===== src/rtl/axi_drain_gate_pkg.sv =====
// AXI channel structs, drain-gate state enum and response codes shared by
// axi_drain_gate, its counters and the bench.
package axi_drain_gate_pkg;

    localparam int unsigned IdW   = 4;
    localparam int unsigned AddrW = 32;
    localparam int unsigned DataW = 32;

    localparam logic [1:0] RESP_OKAY   = 2'b00;
    localparam logic [1:0] RESP_SLVERR = 2'b10;

    typedef enum logic [1:0] {
        NORMAL  = 2'd0,
        DRAIN   = 2'd1,
        ISOLATE = 2'd2
    } drain_gate_state_e;

    typedef struct packed {
        logic [IdW-1:0]   id;
        logic [AddrW-1:0] addr;
        logic [7:0]       len;
        logic [5:0]       atop;
    } aw_chan_t;

    typedef struct packed {
        logic [IdW-1:0]   id;
        logic [AddrW-1:0] addr;
        logic [7:0]       len;
    } ar_chan_t;

    typedef struct packed {
        logic [DataW-1:0]   data;
        logic [DataW/8-1:0] strb;
        logic               last;
    } w_chan_t;

    typedef struct packed {
        logic [IdW-1:0] id;
        logic [1:0]     resp;
    } b_chan_t;

    typedef struct packed {
        logic [IdW-1:0]   id;
        logic [DataW-1:0] data;
        logic [1:0]       resp;
        logic             last;
    } r_chan_t;

    typedef struct packed {
        aw_chan_t aw;
        logic     aw_valid;
        w_chan_t  w;
        logic     w_valid;
        logic     b_ready;
        ar_chan_t ar;
        logic     ar_valid;
        logic     r_ready;
    } axi_req_t;

    typedef struct packed {
        logic    aw_ready;
        logic    w_ready;
        b_chan_t b;
        logic    b_valid;
        logic    ar_ready;
        r_chan_t r;
        logic    r_valid;
    } axi_resp_t;

endpackage


===== src/rtl/axi_drain_gate_cnt.sv =====
// Outstanding-transaction counter of the drain gate; inc_i may carry two
// increments in one cycle (an AR plus an ATOP with read response).
module axi_drain_gate_cnt #(
    parameter int unsigned MaxTrans = 8,
    localparam int unsigned CntW = $clog2(MaxTrans + 1)
) (
    input  logic            clk_i,
    input  logic            rst_ni,
    input  logic [1:0]      inc_i,
    input  logic            dec_i,
    output logic [CntW-1:0] cnt_o,
    output logic            full_o,
    output logic            empty_o
);

    always_ff @(posedge clk_i or negedge rst_ni) begin
        if (!rst_ni) begin
            cnt_o <= '0;
        end else begin
            cnt_o <= cnt_o + CntW'(inc_i) - CntW'(dec_i);
        end
    end

    assign full_o  = 32'(cnt_o) >= MaxTrans;
    assign empty_o = cnt_o == '0;

endmodule


===== src/rtl/axi_drain_gate.sv =====
// AXI4+ATOP drain gate: blocks new AW/AR on isolate_i, drains, then flags
// isolated_o. Define AXI_DRAIN_GATE_TERMINATE_EN to answer with SLVERR in ISOLATE.
module axi_drain_gate
    import axi_drain_gate_pkg::*;
#(
    parameter int unsigned MaxTrans = 8,
    parameter type req_t  = axi_req_t,
    parameter type resp_t = axi_resp_t
) (
    input  logic  clk_i,
    input  logic  rst_ni,
    input  req_t  slv_req_i,
    output resp_t slv_resp_o,
    output req_t  mst_req_o,
    input  resp_t mst_resp_i,
    input  logic  isolate_i,
    output logic  isolated_o
);

    localparam int unsigned CntW = $clog2(MaxTrans + 1);

    drain_gate_state_e state_q, state_d;
    logic aw_hold_q, ar_hold_q;
    logic [CntW-1:0] aw_pend, w_open, ar_pend;
    logic aw_full, ar_full, w_full, aw_empty, ar_empty, w_empty;
    logic atop_r, aw_room, ar_room, aw_ok, ar_ok, w_ok;
    logic aw_fwd, ar_fwd, w_fwd;
    logic aw_hs, ar_hs, w_last_hs, b_hs, r_last_hs;
    logic [1:0] ar_inc;
    logic drained, err_idle;
    logic unused_flags;

    assign unused_flags = ^{aw_empty, ar_empty, w_full};

    assign atop_r    = slv_req_i.aw.atop[5];
    assign b_hs      = mst_resp_i.b_valid & slv_req_i.b_ready;
    assign r_last_hs = mst_resp_i.r_valid & slv_req_i.r_ready
                     & mst_resp_i.r.last;

    // A completing response frees its slot in the same cycle.
    assign aw_room = ~aw_full | b_hs;
    assign ar_room = ~ar_full | r_last_hs;

    assign aw_ok = aw_hold_q
                 | (state_q == NORMAL & aw_room & (~atop_r | ar_room));
    assign ar_ok = ar_hold_q | (state_q == NORMAL & ar_room);
    assign w_ok  = ~w_empty;

    assign aw_fwd = slv_req_i.aw_valid & aw_ok;
    assign ar_fwd = slv_req_i.ar_valid & ar_ok;
    assign w_fwd  = slv_req_i.w_valid & w_ok;

    assign aw_hs     = aw_fwd & mst_resp_i.aw_ready;
    assign ar_hs     = ar_fwd & mst_resp_i.ar_ready;
    assign w_last_hs = w_fwd & mst_resp_i.w_ready & slv_req_i.w.last;
    assign ar_inc    = {1'b0, ar_hs} + {1'b0, aw_hs & atop_r};

    axi_drain_gate_cnt #(.MaxTrans(MaxTrans)) i_aw_cnt (
        .clk_i  (clk_i),
        .rst_ni (rst_ni),
        .inc_i  ({1'b0, aw_hs}),
        .dec_i  (b_hs),
        .cnt_o  (aw_pend),
        .full_o (aw_full),
        .empty_o(aw_empty)
    );

    axi_drain_gate_cnt #(.MaxTrans(MaxTrans)) i_w_cnt (
        .clk_i  (clk_i),
        .rst_ni (rst_ni),
        .inc_i  ({1'b0, aw_hs}),
        .dec_i  (w_last_hs),
        .cnt_o  (w_open),
        .full_o (w_full),
        .empty_o(w_empty)
    );

    axi_drain_gate_cnt #(.MaxTrans(MaxTrans)) i_ar_cnt (
        .clk_i  (clk_i),
        .rst_ni (rst_ni),
        .inc_i  (ar_inc),
        .dec_i  (r_last_hs),
        .cnt_o  (ar_pend),
        .full_o (ar_full),
        .empty_o(ar_empty)
    );

    // Judged on next-cycle counts so isolation follows the last response.
    assign drained = (aw_pend + CntW'(aw_hs) == CntW'(b_hs))
                   & (w_open + CntW'(aw_hs) == CntW'(w_last_hs))
                   & (ar_pend + CntW'(ar_inc) == CntW'(r_last_hs))
                   & ~(aw_fwd & ~mst_resp_i.aw_ready)
                   & ~(ar_fwd & ~mst_resp_i.ar_ready);

`ifdef AXI_DRAIN_GATE_TERMINATE_EN
    logic err_en, err_w_q, err_b_q, err_r_q;
    logic [IdW-1:0] err_bid_q, err_rid_q;
    logic [7:0] err_beats_q;

    assign err_en   = (state_q == ISOLATE) & isolate_i;
    assign err_idle = ~err_w_q & ~err_b_q & ~err_r_q;

    always_ff @(posedge clk_i or negedge rst_ni) begin
        if (!rst_ni) begin
            err_w_q     <= 1'b0;
            err_b_q     <= 1'b0;
            err_r_q     <= 1'b0;
            err_bid_q   <= '0;
            err_rid_q   <= '0;
            err_beats_q <= '0;
        end else begin
            if (err_en & slv_req_i.aw_valid & ~err_w_q & ~err_b_q) begin
                err_w_q   <= 1'b1;
                err_bid_q <= slv_req_i.aw.id;
            end
            if (err_w_q & slv_req_i.w_valid & slv_req_i.w.last) begin
                err_w_q <= 1'b0;
                err_b_q <= 1'b1;
            end
            if (err_b_q & slv_req_i.b_ready) begin
                err_b_q <= 1'b0;
            end
            if (err_en & slv_req_i.ar_valid & ~err_r_q) begin
                err_r_q     <= 1'b1;
                err_rid_q   <= slv_req_i.ar.id;
                err_beats_q <= slv_req_i.ar.len;
            end else if (err_r_q & slv_req_i.r_ready) begin
                if (err_beats_q == '0) err_r_q <= 1'b0;
                else err_beats_q <= err_beats_q - 8'd1;
            end
        end
    end
`else
    assign err_idle = 1'b1;
`endif

    always_comb begin
        mst_req_o = slv_req_i;
        mst_req_o.aw_valid = aw_fwd;
        mst_req_o.w_valid  = w_fwd;
        mst_req_o.ar_valid = ar_fwd;
        slv_resp_o = mst_resp_i;
        slv_resp_o.aw_ready = mst_resp_i.aw_ready & aw_ok;
        slv_resp_o.w_ready  = mst_resp_i.w_ready & w_ok;
        slv_resp_o.ar_ready = mst_resp_i.ar_ready & ar_ok;
`ifdef AXI_DRAIN_GATE_TERMINATE_EN
        if (state_q == ISOLATE) begin
            slv_resp_o.aw_ready = err_en & ~err_w_q & ~err_b_q;
            slv_resp_o.w_ready  = err_w_q;
            slv_resp_o.ar_ready = err_en & ~err_r_q;
            slv_resp_o.b        = '0;
            slv_resp_o.b.id     = err_bid_q;
            slv_resp_o.b.resp   = RESP_SLVERR;
            slv_resp_o.b_valid  = err_b_q;
            slv_resp_o.r        = '0;
            slv_resp_o.r.id     = err_rid_q;
            slv_resp_o.r.resp   = RESP_SLVERR;
            slv_resp_o.r.last   = err_beats_q == '0;
            slv_resp_o.r_valid  = err_r_q;
        end
`endif
    end

    always_comb begin
        state_d = state_q;
        unique case (state_q)
            NORMAL:  if (isolate_i) state_d = DRAIN;
            DRAIN: begin
                if (!isolate_i) state_d = NORMAL;
                else if (drained) state_d = ISOLATE;
            end
            ISOLATE: if (!isolate_i && err_idle) state_d = NORMAL;
            default: state_d = NORMAL;
        endcase
    end

    always_ff @(posedge clk_i or negedge rst_ni) begin
        if (!rst_ni) begin
            state_q    <= NORMAL;
            aw_hold_q  <= 1'b0;
            ar_hold_q  <= 1'b0;
            isolated_o <= 1'b0;
        end else begin
            state_q    <= state_d;
            aw_hold_q  <= aw_fwd & ~mst_resp_i.aw_ready;
            ar_hold_q  <= ar_fwd & ~mst_resp_i.ar_ready;
            isolated_o <= state_d == ISOLATE;
        end
    end

endmodule


===== config.mk =====
export PLATFORM = sky130hd
export DESIGN_NAME = axi_drain_gate
export DESIGN_NICKNAME = d
export VERILOG_FILES = /design/src/rtl/axi_drain_gate_pkg.sv /design/src/rtl/axi_drain_gate_cnt.sv /design/src/rtl/axi_drain_gate.sv
export SDC_FILE = /design/constraint.sdc
export NUM_CORES = 1
export LEC_CHECK = 0
export ABC_AREA = 1
export CORE_AREA = 2 2 146 148
export DETAILED_ROUTE_END_ITERATION = 16
export DIE_AREA = 0 0 148 150
export SLEW_MARGIN = 40
export SYNTH_ARGS = -nofsm -noshare
export SYNTH_HDL_FRONTEND = slang
export SYNTH_SLANG_ARGS = --single-unit

===== constraint.sdc =====
create_clock -name clk_i -period 2.7 [get_ports clk_i]
set_input_delay 0.54 -clock clk_i [delete_from_list [all_inputs] [get_ports clk_i]]
set_output_delay 0.54 -clock clk_i [all_outputs]
set_load 0.005 [all_outputs]

Word level (Yosys, flattened, before mapping)
Index checks and enable logic that the tools add are counted.
{ "totals": {"reg_bits": 17, "output_inout_bits": 187, "word_cells": 65} }
{ "classes": {"add_sub_neg": 7, "n_lt_le_gt_ge": 2, "n_eq_ne": 6, "muxes": 5, "bitwise_logic": 36, "n_reduce_logical": 2} }
{ "op_table": {"columns": ["operator", "count"], "rows": [
  ["$and 1x1->1", 23],
  ["$eq 4x1->1", 3],
  ["$sub 4x1->4", 3],
  ["$add 4x1->4", 2],
  ["$ge 4x4->1 const B", 2],
  ["$mux 2", 4],
  ["$not 1->1", 8],
  ["$pmux 2 s3", 1],
  ["$or 1x1->1", 5],
  ["$add 4x2->4", 1],
  ["$eq 2x2->1 const B", 2],
  ["$logic_not 4->1", 1],
  ["$add 1x1->2", 1],
  ["$eq 2x1->1 const B", 1],
  ["$logic_not 2->1", 1]
]} }

Logic depth before layout (Yosys ltp)
Gate-level depths: netlist (run 1).
{ "depth": {"word_depth": 19, "ltp_mapped": 19} }

By module
From an unflattened synthesis (run 1), not the netlist that was laid out.
{ "unflattened": {"cells_unflattened": 407, "hier_area_um2": 3060.4} }
{ "modules_own_cells": {"columns": ["module", "n_inst", "cells_per_inst", "area_each_um2", "seq_area_each_um2"], "rows": [
  ["axi_drain_gate", 1, 290, 2088.3, 125.1],
  ["axi_drain_gate_cnt", 3, 39, 324.1, 100.1]
]} }

Worst setup path after synthesis (run 1)
Ideal clock, no wire load.
{ "synth_path": {"path_kind": "input to register", "startpoint": "input port mst_resp_i[0] in the netlist's numbering", "endpoint": "register state_q[0]", "arrival_ns": 2.274, "required_ns": 2.586, "setup_slack_ns": 0.313, "stages": 16, "path_cell_list": "nand3_1 -> nand3_1 -> nand2_1 -> nand2_1 -> nand2_1 -> nor3b_1 -> fa_1 -> inv_1 -> ha_1 -> nand4_1 -> nor2_2 -> nand3_1 -> nor2_2 -> nand3_2 -> nand2_1 -> nor2_1"} }
{ "synth_between": {"elab_chain_cells": 18} }
{ "synth_lines": {"columns": ["element", "line_no", "text"], "rows": [
  ["start: declaration", "axi_drain_gate.sv:15", "input resp_t mst_resp_i,"],
  ["$and 1x1->1 (*)", "axi_drain_gate.sv:37", "assign r_last_hs = mst_resp_i.r_valid & slv_req_i.r_ready"],
  ["$and 1x1->1 (*)", "axi_drain_gate.sv:38", "& mst_resp_i.r.last;"],
  ["$or 1x1->1", "axi_drain_gate.sv:42", "assign ar_room = ~ar_full | r_last_hs;"],
  ["$or 1x1->1", "axi_drain_gate.sv:45", "| (state_q == NORMAL & aw_room & (~atop_r | ar_room));"],
  ["$and 1x1->1", "axi_drain_gate.sv:45", null],
  ["$or 1x1->1", "axi_drain_gate.sv:45", null],
  ["$and 1x1->1", "axi_drain_gate.sv:49", "assign aw_fwd = slv_req_i.aw_valid & aw_ok;"],
  ["$and 1x1->1", "axi_drain_gate.sv:53", "assign aw_hs = aw_fwd & mst_resp_i.aw_ready;"],
  ["[... 3 more ...]", null, null],
  ["$eq 4x1->1", "axi_drain_gate.sv:91", "& (ar_pend + CntW'(ar_inc) == CntW'(r_last_hs))"],
  ["$and 1x1->1", "axi_drain_gate.sv:91", null],
  ["$and 1x1->1", "axi_drain_gate.sv:92", "& ~(aw_fwd & ~mst_resp_i.aw_ready)"],
  ["$and 1x1->1 (*)", "axi_drain_gate.sv:93", "& ~(ar_fwd & ~mst_resp_i.ar_ready);"],
  ["$mux 2 (*)", "axi_drain_gate.sv:170", "else if (drained) state_d = ISOLATE;"],
  ["$mux 2 (*)", "axi_drain_gate.sv:169", "if (!isolate_i) state_d = NORMAL;"],
  ["$pmux 2 s3 (*)", "axi_drain_gate.sv:166", "unique case (state_q)"],
  ["net state_d[0]", "axi_drain_gate.sv:22", "drain_gate_state_e state_q, state_d;"],
  ["end signal: assignment", "axi_drain_gate.sv:184", "state_q <= state_d;"],
  ["end: declaration", "axi_drain_gate.sv:22", null]
]} }
Mark *: on every way through the listed nets, which the timed path passes. The rest lies on a longest branch.

Worst setup path after layout (run 1)
{ "layout_path": {"startpoint": "input port slv_req_i[0] in the netlist's numbering", "endpoint": "register state_q[0]"} }
{ "layout_between": {"elab_chain_cells": 18} }
{ "layout_lines": {"columns": ["element", "line_no", "text"], "rows": [
  ["start: declaration", "axi_drain_gate.sv:12", "input req_t slv_req_i,"],
  ["$and 1x1->1 (*)", "axi_drain_gate.sv:37", null],
  ["$and 1x1->1 (*)", "axi_drain_gate.sv:38", null],
  ["$or 1x1->1", "axi_drain_gate.sv:42", null],
  ["$or 1x1->1", "axi_drain_gate.sv:45", null],
  ["$and 1x1->1", "axi_drain_gate.sv:45", null],
  ["$or 1x1->1", "axi_drain_gate.sv:45", null],
  ["$and 1x1->1", "axi_drain_gate.sv:49", null],
  ["$and 1x1->1", "axi_drain_gate.sv:53", null],
  ["[... 3 more ...]", null, null],
  ["$eq 4x1->1", "axi_drain_gate.sv:91", null],
  ["$and 1x1->1", "axi_drain_gate.sv:91", null],
  ["$and 1x1->1", "axi_drain_gate.sv:92", null],
  ["$and 1x1->1 (*)", "axi_drain_gate.sv:93", null],
  ["$mux 2 (*)", "axi_drain_gate.sv:170", null],
  ["$mux 2 (*)", "axi_drain_gate.sv:169", null],
  ["$pmux 2 s3 (*)", "axi_drain_gate.sv:166", null],
  ["net state_d[0]", "axi_drain_gate.sv:22", null]
]} }
Marks and branches as above.

==> results of run 1 <==
==> cells by family after synthesis <==
logic type                 after synthesis  synth area share [%]
AOI/OAI and AO/OA                        4                 0.820
xor gates and xnor gates                 6                  2.15
adders and majority gates               12                  6.46
buffers and inverters                  217                  61.5
DFF                                     17                  17.4
and+or+nand+nor                         60                  11.6
==> power by group <==
part           switching, mW  internal, mW  leakage [nW]  total, mW
logic                  0.287         0.307         0.679      0.594
clock network         0.0962         0.200        0.0382      0.297
registers             0.0840         0.352         0.206      0.436
total                  0.467         0.860         0.923       1.33
==> cell usage in the layout (no fill, tap or decap), types with 2 or more instances in the layout <==
master           synthesis  final
a21oi_1                  4      4
buf_4                  183     22
clkbuf_16                0      3
clkdlybuf4s15_1          0      2
clkdlybuf4s50_1          0     21
clkinv_1                 2      2
dfrtp_1                 17     17
dlygate4sd2_1            0      4
ha_1                    11     10
inv_1                   31     30
inv_2                    1      2
nand2_1                 25     17
nand2_2                  2     10
nand3_1                  8      5
nand3_2                  2      5
nand4_1                  5      5
nor2_1                  11      9
nor2_2                   4      6
xor2_1                   5      5
==> flip-flops by register name (all words and copies together), names as in the netlist <==
signal          cells
i_ar_cnt.cnt_o      4
i_aw_cnt.cnt_o      4
i_w_cnt.cnt_o       4
state_q             2
ar_hold_q           1
aw_hold_q           1
isolated_o          1
==> worst min path at each step <==
stage	to	depth (start not counted)
5_1_grt	i_w_cnt.cnt_o[2]	1
3_5_place_dp	isolated_o	3
4_1_cts	state_q[1]	3
3_3_place_gp	state_q[0]	3
2_1_floorplan	ar_hold_q	0
6_report	i_w_cnt.cnt_o[2]	1
==> what timing repair did <==
action / 4_1_cts / 5_1_grt
pin swaps: 4 / 8
setup endpoints to repair: 11 / 3
gates resized for setup: 13 / 16
gates cloned: 0 / 0
==> worst register-to-register path, cell delays in order, from the launching register on <==
cell	delay, ns
dfrtp_1	0.39
nor2_1	0.21
nand2_1	0.08
inv_1	0.06
nand2_2	0.05
nand2_2	0.07
nand2_2	0.07
nor3b_4	0.21
fa_2	0.46
inv_2	0.07
ha_4	0.12
nand4_1	0.09
nor2_2	0.12
nand3_2	0.06
nor2_2	0.12
nand3_2	0.09
nand2_1	0.08
nor2_1	0.04
==> per-layer routing <==
metal  up-vias  track usage (%)  share of wire [%]  routed length (um)
li1        518                -                  -                   -
met3        77             8.45                 27                2130
met5         -            0.682                  0                   0
met4         0             6.48                 10                 787
met2       166             9.03                 41                3260
met1       531             4.06                 22                1700
==> final cells by class <==
cell class                      count  area (um2)  share of cell area [%]
Sequential cell                    17         425                    21.3
Clock buffer                        4        78.8                    3.95
Tap cell                          275         344                    17.2
Multi-Input combinational cell     82         581                    29.1
Timing Repair Buffer               51         440                    22.1
Inverter                           34         128                    6.39
==> flow_metrics.env, run 1 <==
export IMPL_drive_gt1_share_pct=28.2
export IMPL_track_usage_pct=6.59
export IMPL_tightest_slew_ns=0.430
export IMPL_grt_pass1_wl_mm=10.0
export IMPL_cp_startpoint="slv_req_i[0]"
export IMPL_grt_ovfl_total=0
export IMPL_crit_slowest_cell="fa_2"
export IMPL_dieArea_um2=22200
export IMPL_dp_hpwl_mm=6.88
export IMPL_synth_top_area_cell="buf_4"
export IMPL_yosysWarnings=0
export IMPL_maxSlewHeadroom_pct=71.0
export IMPL_end_kind="flip-flop"
export IMPL_cp_top_family="simple AND/OR/NAND/NOR gates"
export IMPL_r2r_start="state_q[1]"
export IMPL_cp_common_cell="nand3_2"
export IMPL_viasPerCell=2.79
export IMPL_grt_pass1_vias=1366
export IMPL_die_w_um=148
export IMPL_rr_endpoint="state_q[0]"
export IMPL_routed_wl_mm=7.87
export IMPL_n_antenna_cell=0
export IMPL_cp_num_cells=17
export IMPL_fin_crit_ns=2.57
export IMPL_vias=1292
export IMPL_nFillCells=2430
export IMPL_worstPathArrival_ns=2.71
export IMPL_cts_sinks=17
export IMPL_critical_path_buf_inv_count=2
export IMPL_ys_ff_latch=17
export IMPL_hold_viol=0
export IMPL_synthTopCellsByArea="buf_4 (56%), dfrtp_1 (17%), ha_1 (5.6%), inv_1 (4.8%), nand2_1 (3.8%)"
export IMPL_endpoint="state_q[0]"
export IMPL_drc=0
export IMPL_finalSetupViolations=0
export IMPL_yosysSeqAreaShare_pct=17.4
export IMPL_min_path_type="in -> async"
export IMPL_routedWlPerCell_um=17.0
export IMPL_cts_hold_buf=0
export IMPL_cpPeakStageDelay_ns=0.52
export IMPL_core_area_um2=20700
export IMPL_layout_setup_ws_ns=0.134
export IMPL_port_buffers=29
export IMPL_fin_crit_sh_pct=95.1
export IMPL_yosysTopAreaCellShare_pct=56.3
export IMPL_antenna_found_initial=0
export IMPL_dp_cells=459
export IMPL_fin_util_pct=9.65
export IMPL_crit_chain="dlygate4sd2_1, nand3_2, nand3_2, nand2_2, nand2_2, nand2_2, nor3b_4, fa_2, inv_2, ha_4, nand4_1, nor2_2, nand3_2, nor2_2, nand3_2, nand2_1, nor2_1"
export IMPL_power_density_nw_per_um2=664
export IMPL_post_cts_buffers=0
export IMPL_synth_edf_count=0
export IMPL_clk_pin_slew_ns=0.05
export IMPL_synth_area_um2=2440
export IMPL_clock_latency_ns=0.25
export IMPL_setup_tns_ns=0
export IMPL_syn_area_per_cell_um2=7.72
export IMPL_fin_cells=463
export IMPL_fin_skew_ns=0.00163
export IMPL_synth_cell_types=20
export IMPL_gp_congestion=0.721
export IMPL_leakagePower_nw=0.923
export IMPL_rr_worst_depth=17
export IMPL_htreeDepth=1
export IMPL_clock_path_buffers=2
export IMPL_io_pins=376
export IMPL_final_area_um2=2000
export IMPL_dr_pass1_iters=4
export IMPL_r2r_slack_ns=0.20
export IMPL_ant_nets=0
export IMPL_total_power_mw=1.33
export IMPL_synth_cells_most_frequent="buf_4 (183), inv_1 (31), nand2_1 (25), dfrtp_1 (17)"
export IMPL_place_ws_ns=-0.475
export IMPL_core_rowCount=53
export IMPL_placed_area_um2=1870
export IMPL_synth_nets=517
export IMPL_critPathKind="in -> reg"
export IMPL_grt_max_degree=18
export IMPL_synthFlopType="dfrtp_1"
export IMPL_cap_violations=0
export IMPL_synth_async_reset_ratio_pct=100
export IMPL_final_max_slew_viol_count=0
export IMPL_cts_root_buf="clkbuf_16"
export IMPL_fmax_mhz=390
export IMPL_finalNetCount=390
export IMPL_postSynthCellCount=316
export IMPL_initial_core_util_pct=11.8
export IMPL_die_h_um=150
export IMPL_yosysMostFrequentCell="buf_4"
export IMPL_max_vdd_ir_drop_mv=0.183
export IMPL_status="finished clean"
export IMPL_numCtsBuffers=3
export IMPL_cts_tree="yes"
export IMPL_synthToLayoutAreaGrowth_pct=-18.2
export IMPL_required_ns=2.84
export IMPL_whs_ns=0.222
export IMPL_startpoint_type="input pin"
export IMPL_cp_max_fo=3
export IMPL_drt_iter0_drc=20
(Power assumes the default switching activity.)
==> run 2: changes to the inputs <==
- PLACE_DENSITY: unset -> 0.48
==> flow_metrics.env, run 2 (synthesized netlist as in run 1, its figures left out) <==
export IMPL_setup_tns_ns=0
export IMPL_vias=1272
export IMPL_clk_pin_slew_ns=0.05
export IMPL_final_common_cell="inv_1"
export IMPL_hold_viol=0
export IMPL_grt_max_degree=18
export IMPL_die_w_um=148
export IMPL_worstPathArrival_ns=2.04
export IMPL_antenna_found_initial=0
export IMPL_reg_largest_list="i_ar_cnt.cnt_o x4, i_aw_cnt.cnt_o x4, i_w_cnt.cnt_o x4"
export IMPL_core_rowCount=53
export IMPL_startpoint_type="input pin"
export IMPL_fin_crit_ns=2.58
export IMPL_dr_pass1_iters=2
export IMPL_crit_chain="clkbuf_2, nand3_4, buf_4, nand3_2, nand2_2, buf_4, buf_4, a21oi_2, buf_4, clkdlybuf4s50_1"
export IMPL_required_ns=2.16
export IMPL_drc=0
export IMPL_max_vdd_ir_drop_mv=0.195
export IMPL_clock_latency_ns=0.25
export IMPL_grt_ovfl_total=0
export IMPL_ant_nets=0
export IMPL_leakagePower_nw=0.956
export IMPL_grt_pass1_vias=1340
export IMPL_fin_skew_ns=0.00113
export IMPL_routedWlPerCell_um=17.0
export IMPL_cpPeakStageDelay_ns=0.50
export IMPL_port_buffers=29
export IMPL_cp_max_fo=3
export IMPL_clock_path_buffers=2
export IMPL_final_max_slew_viol_count=0
export IMPL_cts_tree="yes"
export IMPL_fmax_mhz=388
export IMPL_finalSetupViolations=0
export IMPL_dp_hpwl_mm=6.96
export IMPL_layout_setup_ws_ns=0.120
export IMPL_maxSlewHeadroom_pct=74.1
export IMPL_cts_root_buf="clkbuf_16"
export IMPL_numCtsBuffers=3
export IMPL_fin_crit_sh_pct=95.6
export IMPL_power_density_nw_per_um2=658
export IMPL_routed_wl_mm=7.92
export IMPL_synthToLayoutAreaGrowth_pct=-16.6
export IMPL_grt_pass1_wl_mm=10.1
export IMPL_r2r_start="state_q[1]"
export IMPL_die_h_um=150
export IMPL_finalNetCount=392
export IMPL_core_area_um2=20700
export IMPL_rr_worst_depth=17
export IMPL_rr_endpoint="state_q[0]"
export IMPL_tightest_slew_ns=0.385
export IMPL_crit_slowest_cell="clkdlybuf4s50_1"
export IMPL_n_antenna_cell=0
export IMPL_place_ws_ns=-0.616
export IMPL_final_area_um2=2040
export IMPL_drt_iter0_drc=43
export IMPL_htreeDepth=1
export IMPL_placed_area_um2=1850
export IMPL_track_usage_pct=6.77
export IMPL_cts_sinks=17
export IMPL_r2r_slack_ns=0.27
export IMPL_min_path_type="in -> async"
export IMPL_io_pins=376
export IMPL_total_power_mw=1.34
export IMPL_status="finished clean"
export IMPL_final_cell_mix="inv_1 (29), buf_4 (24), clkdlybuf4s50_1 (21)"
export IMPL_gp_congestion=0.735
export IMPL_critPathKind="in -> out"
export IMPL_cap_violations=0
export IMPL_end_kind="output port"
export IMPL_dieArea_um2=22200
export IMPL_whs_ns=0.635
export IMPL_drive_gt1_share_pct=32.1
export IMPL_viasPerCell=2.74
export IMPL_initial_core_util_pct=11.8
export IMPL_cp_common_cell="buf_4"
run 2: cell count changes in the layout (fill, tap and decap cells not counted), sizes merged:
cell,before,now
clkinv,2,3
dlymetal6s2s,0,2
clkdlybuf4s15,2,0
clkbuf,5,8
dlygate4sd2,4,1
buf,23,24
run 2: worst max-delay path by stage:
stage	start	cells past startpoint	endpoint
detailed placement	mst_resp_i[1]	16	isolated_o
global route	mst_resp_i[1]	18	state_q[0]
finish	mst_resp_i[0]	10	slv_resp_o[49]
CTS	mst_resp_i[41]	19	state_q[0]
global placement	mst_resp_i[1]	17	state_q[0]
floorplan	mst_resp_i[0]	16	state_q[0]
run 2: timing repair:
action | 4_1_cts | 5_1_grt
gates resized for setup | 16 | 26
setup buffers | 1 | 3
hold buffers | 0 | 0
cloned | 0 | 0
setup endpoints to repair | 11 | 3
pin swaps | 4 | 11
run 2: layer usage:
layer | track usage (%) | wire length [um] | vias up
li1 | - | - | 523
met1 | 5.13 | 2020 | 511
met2 | 9.40 | 3300 | 155
met3 | 6.74 | 1740 | 83
met4 | 7.10 | 859 | 0
met5 | 0 | 0 | -
run 2: cell type report:
type	count	area, um2
Sequential cell	17	425
Clock inverter	1	5.00
Tap cell	275	344
Clock buffer	3	75.1
Timing Repair Buffer	53	449
Multi-Input combinational cell	82	609
Fill cell	2430	18700
Inverter	34	128
run 2: critical path, delay by kind of cell:
kind | cells | cell delay [ns]
compound gates | 1 | 0.12
buf+inv | 6 | 1.15
simple gates | 3 | 0.23
run 2: report_power, final:
part           total, mW  internal, mW  switching, mW
combinational      0.607         0.305          0.301
clock              0.297         0.198         0.0992
sequential         0.435         0.352         0.0830
run 2: through the flow:
step | util, % | cells
4_1_cts | 9.53 | 462
2_1_floorplan | - | 316
3_3_place_gp | 8.95 | 457
3_5_place_dp | 8.95 | 457
5_1_grt | 9.84 | 465
6_report | 9.84 | 465
